$ cat src/rtl/battle_ctrl_gen.sv
// ---------------------------------------------------------------------------
// battle_ctrl_gen
// Turn-based battle controller for TEAM_SIZE mons per side. It keeps per-slot
// HP, runs the move menu, resolves turn order and accuracy, applies
// saturating damage and handles faint/switch. Stat lookup, damage calculation
// and rendering live outside this block.
//
// Ports
//   Clk, Reset          clock, synchronous active-high reset
//   start               begin a battle (honoured in IDLE only)
//   keycode             USB keycode, edge-detected (W/A/S/D/ENTER)
//   rand_num            free-running random value used for accuracy rolls
//   p_max_hp, e_max_hp  max HP of the active slot on each side
//   p_speed, e_speed    speed of the active mons
//   p_acc, e_acc        accuracy of the selected move, 0..100
//   dmg                 damage for the side picked by attacker_is_player
//   attacker_is_player  damage-calc select, high only in P_HIT
//   cur_mon, opp_mon    active slot per side
//   move_index          highlighted move in the menu grid
//   p_hp, e_hp          current HP of the active slots
//   state               FSM state encoding
//   done, result        end-of-battle pulse and win flag
// ---------------------------------------------------------------------------
module battle_ctrl_gen #(
    parameter int unsigned TEAM_SIZE = 3,
    parameter int unsigned HP_W      = 8,
    parameter int unsigned NUM_MOVES = 4,
    parameter int unsigned MOVE_COLS = 2,
    localparam int unsigned IDX_W    = $clog2(TEAM_SIZE),
    localparam int unsigned MI_W     = $clog2(NUM_MOVES)
) (
    input  logic              Clk,
    input  logic              Reset,
    input  logic              start,
    input  logic [7:0]        keycode,
    input  logic [7:0]        rand_num,
    input  logic [HP_W-1:0]   p_max_hp,
    input  logic [HP_W-1:0]   e_max_hp,
    input  logic [7:0]        p_speed,
    input  logic [7:0]        e_speed,
    input  logic [6:0]        p_acc,
    input  logic [6:0]        e_acc,
    input  logic [HP_W-1:0]   dmg,
    output logic              attacker_is_player,
    output logic [IDX_W-1:0]  cur_mon,
    output logic [IDX_W-1:0]  opp_mon,
    output logic [MI_W-1:0]   move_index,
    output logic [HP_W-1:0]   p_hp,
    output logic [HP_W-1:0]   e_hp,
    output logic [3:0]        state,
    output logic              done,
    output logic              result
);

    localparam logic [7:0] KEY_W     = 8'h1A;
    localparam logic [7:0] KEY_A     = 8'h04;
    localparam logic [7:0] KEY_S     = 8'h16;
    localparam logic [7:0] KEY_D     = 8'h07;
    localparam logic [7:0] KEY_ENTER = 8'h28;

    localparam logic [IDX_W-1:0] LAST_SLOT = IDX_W'(TEAM_SIZE - 1);

    typedef enum logic [3:0] {
        S_IDLE   = 4'd0,
        S_LOAD_P = 4'd1,
        S_LOAD_E = 4'd2,
        S_SELECT = 4'd3,
        S_ORDER  = 4'd4,
        S_P_HIT  = 4'd5,
        S_E_HIT  = 4'd6,
        S_P_TEXT = 4'd7,
        S_E_TEXT = 4'd8,
        S_FAINT  = 4'd9,
        S_WIN    = 4'd10,
        S_LOSE   = 4'd11
    } state_t;

    state_t              r_state;
    state_t              w_next;
    logic [7:0]          r_prev_key;
    logic [IDX_W-1:0]    r_cur_mon;
    logic [IDX_W-1:0]    r_opp_mon;
    logic [MI_W-1:0]     r_move_idx;
    logic [HP_W-1:0]     r_p_hp [TEAM_SIZE];
    logic [HP_W-1:0]     r_e_hp [TEAM_SIZE];
    logic                r_player_first;
    logic                r_init_load;
    logic                r_result;

    logic                w_press;
    logic                w_enter;
    logic [HP_W-1:0]     w_p_hp;
    logic [HP_W-1:0]     w_e_hp;
    logic [6:0]          w_roll;
    logic                w_p_hits;
    logic                w_e_hits;
    logic [HP_W-1:0]     w_p_hp_dmg;
    logic [HP_W-1:0]     w_e_hp_dmg;
    int unsigned         w_mi;
    int unsigned         w_col;

    // One action per physical press: a new non-zero keycode
    assign w_press = (keycode != r_prev_key) && (keycode != 8'h00);
    assign w_enter = w_press && (keycode == KEY_ENTER);

    assign w_p_hp = r_p_hp[r_cur_mon];
    assign w_e_hp = r_e_hp[r_opp_mon];

    // Roll in 1..100; the move lands when the roll does not exceed accuracy
    assign w_roll   = 7'(rand_num % 8'd100) + 7'd1;
    assign w_p_hits = (w_roll <= p_acc);
    assign w_e_hits = (w_roll <= e_acc);

    // Damage saturates at zero HP
    assign w_e_hp_dmg = (dmg >= w_e_hp) ? '0 : (w_e_hp - dmg);
    assign w_p_hp_dmg = (dmg >= w_p_hp) ? '0 : (w_p_hp - dmg);

    assign w_mi  = 32'(r_move_idx);
    assign w_col = w_mi % MOVE_COLS;

    // State register
    always_ff @(posedge Clk) begin
        if (Reset) r_state <= S_IDLE;
        else       r_state <= w_next;
    end

    // Next-state logic
    always_comb begin
        w_next = r_state;
        case (r_state)
            S_IDLE:   if (start) w_next = S_LOAD_P;
            S_LOAD_P: w_next = r_init_load ? S_LOAD_E : S_SELECT;
            S_LOAD_E: w_next = S_SELECT;
            S_SELECT: if (w_enter) w_next = S_ORDER;
            S_ORDER:  w_next = (p_speed >= e_speed) ? S_P_HIT : S_E_HIT;
            S_P_HIT:  w_next = S_P_TEXT;
            S_E_HIT:  w_next = S_E_TEXT;
            S_P_TEXT: if (w_enter) begin
                if (w_e_hp == '0)        w_next = S_FAINT;
                else if (r_player_first) w_next = S_E_HIT;
                else                     w_next = S_SELECT;
            end
            S_E_TEXT: if (w_enter) begin
                if (w_p_hp == '0)         w_next = S_FAINT;
                else if (!r_player_first) w_next = S_P_HIT;
                else                      w_next = S_SELECT;
            end
            S_FAINT: begin
                if (w_e_hp == '0)
                    w_next = (r_opp_mon == LAST_SLOT) ? S_WIN : S_LOAD_E;
                else
                    w_next = (r_cur_mon == LAST_SLOT) ? S_LOSE : S_LOAD_P;
            end
            S_WIN:    w_next = S_IDLE;
            S_LOSE:   w_next = S_IDLE;
            default:  w_next = S_IDLE;
        endcase
    end

    // State-decoded outputs
    always_comb begin
        attacker_is_player = 1'b0;
        done               = 1'b0;
        case (r_state)
            S_P_HIT: attacker_is_player = 1'b1;
            S_WIN,
            S_LOSE:  done = 1'b1;
            default: ;
        endcase
    end

    // Datapath: key history, indices, menu cursor, HP slots, result
    always_ff @(posedge Clk) begin
        if (Reset) begin
            r_prev_key     <= 8'h00;
            r_cur_mon      <= '0;
            r_opp_mon      <= '0;
            r_move_idx     <= '0;
            r_player_first <= 1'b0;
            r_init_load    <= 1'b0;
            r_result       <= 1'b0;
            for (int unsigned i = 0; i < TEAM_SIZE; i++) begin
                r_p_hp[i] <= '0;
                r_e_hp[i] <= '0;
            end
        end else begin
            r_prev_key <= keycode;
            case (r_state)
                S_IDLE: if (start) begin
                    r_cur_mon   <= '0;
                    r_opp_mon   <= '0;
                    r_move_idx  <= '0;
                    r_result    <= 1'b0;
                    r_init_load <= 1'b1;
                    for (int unsigned i = 0; i < TEAM_SIZE; i++) begin
                        r_p_hp[i] <= '0;
                        r_e_hp[i] <= '0;
                    end
                end
                S_LOAD_P: r_p_hp[r_cur_mon] <= p_max_hp;
                S_LOAD_E: begin
                    r_e_hp[r_opp_mon] <= e_max_hp;
                    r_init_load       <= 1'b0;
                end
                S_SELECT: if (w_press) begin
                    // Cursor stops at grid edges instead of wrapping
                    case (keycode)
                        KEY_W: if (w_mi >= MOVE_COLS)
                            r_move_idx <= r_move_idx - MI_W'(MOVE_COLS);
                        KEY_S: if (w_mi + MOVE_COLS < NUM_MOVES)
                            r_move_idx <= r_move_idx + MI_W'(MOVE_COLS);
                        KEY_A: if (w_col != 0)
                            r_move_idx <= r_move_idx - MI_W'(1);
                        KEY_D: if (w_col != MOVE_COLS - 1)
                            r_move_idx <= r_move_idx + MI_W'(1);
                        default: ;
                    endcase
                end
                S_ORDER: r_player_first <= (p_speed >= e_speed);
                S_P_HIT: if (w_p_hits) r_e_hp[r_opp_mon] <= w_e_hp_dmg;
                S_E_HIT: if (w_e_hits) r_p_hp[r_cur_mon] <= w_p_hp_dmg;
                S_FAINT: begin
                    r_move_idx <= '0;
                    if (w_e_hp == '0) begin
                        if (r_opp_mon != LAST_SLOT) r_opp_mon <= r_opp_mon + IDX_W'(1);
                    end else if (r_cur_mon != LAST_SLOT) begin
                        r_cur_mon <= r_cur_mon + IDX_W'(1);
                    end
                end
                S_WIN:  r_result <= 1'b1;
                S_LOSE: r_result <= 1'b0;
                default: ;
            endcase
        end
    end

    assign cur_mon    = r_cur_mon;
    assign opp_mon    = r_opp_mon;
    assign move_index = r_move_idx;
    assign p_hp       = w_p_hp;
    assign e_hp       = w_e_hp;
    assign state      = r_state;
    assign result     = r_result;

endmodule
$ cat config.mk
export PLATFORM = sky130hd
export DESIGN_NAME = battle_ctrl_gen
export DESIGN_NICKNAME = d
export VERILOG_FILES = /design/src/rtl/battle_ctrl_gen.sv
export SDC_FILE = /design/constraint.sdc
export NUM_CORES = 1
export LEC_CHECK = 0
export BUFFER_PORTS_ARGS = -buffer_cell sky130_fd_sc_hd__clkbuf_2
export CAP_MARGIN = 25
export CORE_MARGIN = 1.5
export CORE_UTILIZATION = 60
export DETAILED_ROUTE_END_ITERATION = 6
export HOLD_SLACK_MARGIN = 0.05
export PLACE_DENSITY = 0.84
export SKIP_CTS_REPAIR_TIMING = 1
export SLEW_MARGIN = 30
export SYNTH_ARGS = -nofsm -noshare
export SYNTH_HDL_FRONTEND = slang
export SYNTH_SLANG_ARGS = --single-unit
$ cat constraint.sdc
create_clock -name Clk -period 8.9 [get_ports Clk]
set_clock_uncertainty 0.2 [all_clocks]
set_input_delay 1.78 -clock Clk [delete_from_list [all_inputs] [get_ports Clk]]
set_output_delay 1.78 -clock Clk [all_outputs]
set_load 0.02 [all_outputs]
==> results.txt <==
The final route contains 5171 vias. The maximum number of pins on one net before global-route repair is 29. The width of the die is just over 100 um. The core region is 9774 sq um.

The die outline height is 103.2 um. The number of sinks driven by the clock tree is 89. The cell sitting at the root of the clock tree is a sky130_fd_sc_hd__clkbuf_8. The worst setup path is launched from a primary input.

Of all cell types, the one taking the most synthesized area is sky130_fd_sc_hd__edfxtp_1. The slowest cell on the critical path is sky130_fd_sc_hd__nand2_1. The largest driver fanout on the critical path is 13.

The number of diodes added for antenna fixing came out at 0. The worst-case setup slack after placement is 3347 ps. The initial antenna violation count came to 0.

The final layout contains 842 nets. Walking the worst path, the cells encountered are clkbuf_2 > o31ai_1 > nand2_1 > nor2_1 > a221o_1 > nor2b_1 > nand4_1 > xnor2_1 > ha_1 > o21a_1 > o22ai_1 > a31oi_1 > o22ai_1 > nand3_1 > nand2_1. The count of final setup violators is 0. TritonCTS built the clock tree. The floorplan step defined a die boundary enclosing 10650 sq um.

The static leakage is 3.037 nW. The final period demand of the worst path is 5244 ps. The count of different cell masters after synthesis came out at 64. The transition time at the pin with the least slew margin came out at 798.3 ps. The number of clock buffers inserted by TritonCTS is 9.

The synthesis-stage register bit count is 89. The flow ran to the end, and the final reports show no timing, DRC or antenna violations. The number of enable-type register cells in the synthesized netlist is 64. Across the VDD grid, the largest voltage drop is 0.09677 mV. The type of the setup path with the least slack is in -> reg.

The aggregate global-route resource usage is 28.83%. The first detailed-routing pass took 6 iterations. The routed length per placed instance came out at 17.13 um. By area the synthesized netlist is led by sky130_fd_sc_hd__edfxtp_1, sky130_fd_sc_hd__ha_1, sky130_fd_sc_hd__dfxtp_1, sky130_fd_sc_hd__nor2_1, sky130_fd_sc_hd__mux4_2. The setup TNS is 0 ps. Data on the critical path is required at its endpoint by 8720 ps. The share of synthesized area occupied by flip-flops and latches is 40.22%. The maximum clock path buffer count is 2.

After synthesis, the largest area contributor takes up a little under a third of total cell area. By area, the combinational part of the netlist is dominated by simple AND/OR/NAND/NOR gates. The worst pin sits at a relative slew slack of 46.37%.

After clock tree synthesis, the clock-pin slew on the worst setup and hold paths is 90 ps. The row count is 36. After detailed routing, the number of remaining DRC violations is 0.

The total number of H-tree levels came out at 3. The cell area power density is 224.9 nW/um^2. The net count of the mapped netlist came out at between 700 and 800. The global-route wire length before repair came out at 23470 um.

The critical path arrival is between 5000 and 6000 ps. The ratio of cells with drive above 1 in the final layout came out at 19.89%. The number of primary I/O pins came out at around 100. The area growth from synthesis to layout is 13.52%.

Counting flops with an async set or reset pin after synthesis yields a share of 0%. Buffers placed on the I/O ports in this run total 101. Summing the areas of all compound-gate instances in the mapped netlist gives 14.06% of the synthesized area. In this run the remaining antenna-violating nets after routing total 0.

The min-delay analysis places its worst path in the category reg -> reg. Setup repair after global routing left no endpoint under its margin. The number of failing hold endpoints at the final stage came out at 0. The number of global-route vias before repair was 4893.

The final count of pins violating max slew is 0. The yosys synthesis warning count came out at 0. The xor and xnor fraction of the mapped netlist area is 2.763%. The achievable clock frequency came out at between 150 and 200 MHz. Dividing the detail-routed via count by the number of cells gives 6.034. The number of instances in the synthesized netlist is approximately 630. The worst setup path is captured at a register. The final layout contains routed wiring with a total length of 14680 um. The top flip-flop cell by instance count after synthesis is sky130_fd_sc_hd__edfxtp_1.

The post-synthesis area per instance came out at 9.622 sq um. The simple logic cell fraction of the synthesized area came out at 19.07%. The maximum single-stage delay on the critical path came out at 470 ps. The number of maximum-capacitance violations is 0.

The last weighted congestion value of the routability-driven placer is 0.9077. The mux cell area share after synthesis came out at 8.143%. After the first detailed-routing iteration, the DRC count stood at 408. At the later pin of the worst-skew pair, clock insertion delay measures 370 ps. Of the total synthesized cell area, the portion taken by full adders, half adders and majority gates is 10.64%. The minimum setup slack in the final design came out at 3656 ps. The global-route congestion overflow total is 0. Dividing the final minimum period by the clock period gives 58.92%. The total standard cell area after synthesis came out at about 6000 sq um. For this configuration, the core starts out at a cell density of approximately three fifths.

The half-perimeter wire length of the detailed placement result came out at 11360 um.
[stage by stage]
stage | utilization [%] | std cells | area [sq um] | total power [mW] | hold WS [ps]
4_1_cts | 69.96 | 857 | 6838 | 1.528 | 320.2
5_1_grt | 69.96 | 857 | 6838 | 1.624 | 360.3
3_3_place_gp | 67.65 | 841 | 6613 | 1.187 | 291.0
3_5_place_dp | 67.65 | 841 | 6613 | 1.216 | 296.6
6_report | 69.96 | 857 | 6838 | 1.537 | 319.7
2_1_floorplan | - | 626 | 6023 | 1.033 | 286.4
[kinds of logic after synthesis]
kind of cell,count (synthesis)
adders and majority gates,50
xor gates and xnor gates,19
muxes,28
AOI/OAI and AO/OA,131
buffers and inverters,79
DFF,89
and+or+nand+nor,230
[critical path: cells and delay by family]
kind	cells	cell delay [ps]
buffers and inverters	1	180
adder cells (fa/ha/maj)	1	300
AND/OR/NAND/NOR	6	1370
AO/OA/AOI/OAI	6	1160
XOR/XNOR	1	270
[final timing paths]
check / startpoint / to / slack [ps] / cells after the start
setup reg to reg: register / r_p_hp[2][5] / 4500 / 12
setup / recovery: rand_num[5] / r_p_hp[0][3] / 3660 / 15
hold / removal: result / result / 320 / 2
hold reg to reg: result / result / 320 / 2
[cell usage in the layout (no fill, tap or decap), types with 4 or more instances in the layout]
cell                       netlist  routed
sky130_fd_sc_hd__clkbuf_8        0       9
sky130_fd_sc_hd__nand2b_1        8       8
sky130_fd_sc_hd__xor2_1          6       6
sky130_fd_sc_hd__mux4_2         14      14
sky130_fd_sc_hd__or2_2           4       4
sky130_fd_sc_hd__nand3_1        13      13
sky130_fd_sc_hd__a211oi_1        6       6
sky130_fd_sc_hd__or3_1           4       4
sky130_fd_sc_hd__nor3_1         12      12
sky130_fd_sc_hd__a21oi_1        28      28
sky130_fd_sc_hd__nor4_1          5       5
sky130_fd_sc_hd__clkbuf_2        0     101
sky130_fd_sc_hd__o31ai_1         4       4
sky130_fd_sc_hd__a22oi_1         8       8
sky130_fd_sc_hd__o21ai_0        31      31
sky130_fd_sc_hd__ha_1           48      48
sky130_fd_sc_hd__mux2i_1        10      10
sky130_fd_sc_hd__and3_1          5       5
sky130_fd_sc_hd__edfxtp_1       64      64
sky130_fd_sc_hd__nor2_1         86      86
sky130_fd_sc_hd__nand2_1        40      40
sky130_fd_sc_hd__o21a_1         10      10
sky130_fd_sc_hd__and2_1          9       9
sky130_fd_sc_hd__dfxtp_1        25      25
sky130_fd_sc_hd__nand3b_1        5       5
sky130_fd_sc_hd__nand4_1        10      10
sky130_fd_sc_hd__a21o_1          7       7
sky130_fd_sc_hd__xnor2_1        13      13
sky130_fd_sc_hd__inv_1          59      59
sky130_fd_sc_hd__a31oi_1         8       8
sky130_fd_sc_hd__nor2b_1        17      17
[Yosys cell counts, types with 9 or more instances]
cell / count
sky130_fd_sc_hd__dfxtp_1: 25
sky130_fd_sc_hd__xnor2_1: 13
sky130_fd_sc_hd__nand3_1: 13
sky130_fd_sc_hd__clkbuf_1: 14
sky130_fd_sc_hd__a21oi_1: 28
sky130_fd_sc_hd__nor3_1: 12
sky130_fd_sc_hd__nand4_1: 10
sky130_fd_sc_hd__nand2_1: 40
sky130_fd_sc_hd__mux2i_1: 10
sky130_fd_sc_hd__nor2b_1: 17
sky130_fd_sc_hd__o21ai_0: 31
sky130_fd_sc_hd__edfxtp_1: 64
sky130_fd_sc_hd__nor2_1: 86
sky130_fd_sc_hd__and2_1: 9
sky130_fd_sc_hd__mux4_2: 14
sky130_fd_sc_hd__ha_1: 48
sky130_fd_sc_hd__inv_1: 59
sky130_fd_sc_hd__o21a_1: 10
[power by group]
group | switching [mW] | leakage [nW] | internal [mW] | total, mW
Sequential | 0.0467 | 0.863 | 0.527 | 0.574
Clock | 0.154 | 0.106 | 0.160 | 0.314
Combinational | 0.402 | 2.07 | 0.248 | 0.650
[state kept, by name, summed over array words and instances (netlist names), named ones only]
register        count
r_e_hp             32
r_p_hp             32
r_prev_key          8
r_player_first      1
move_index          2
opp_mon             2
state               4
r_init_load         1
result              1
cur_mon             2
[final cells by class]
cell class | instances | area (sq um)
clock buffer | 9 | 123.9
fill | 750 | 2937
multi-input combinational | 458 | 3293
inverter | 60 | 225.2
sequential | 89 | 2422
clock inverter | 7 | 101.3
tap | 133 | 166.4
timing repair buffer | 101 | 505.5
[layer usage]
layer  vias up  routed length (um)  part of all wire (%)  GRT usage (%)
met4         0                 334                   2.3          9.459
met2       313                6880                    47          48.08
li1       2455                   -                     -              -
met1      2361                6117                    42          38.03
met5         -                   0                     0              0
met3        42                1349                   9.2          5.780
Note: power is estimated with default switching activity, not from simulation.
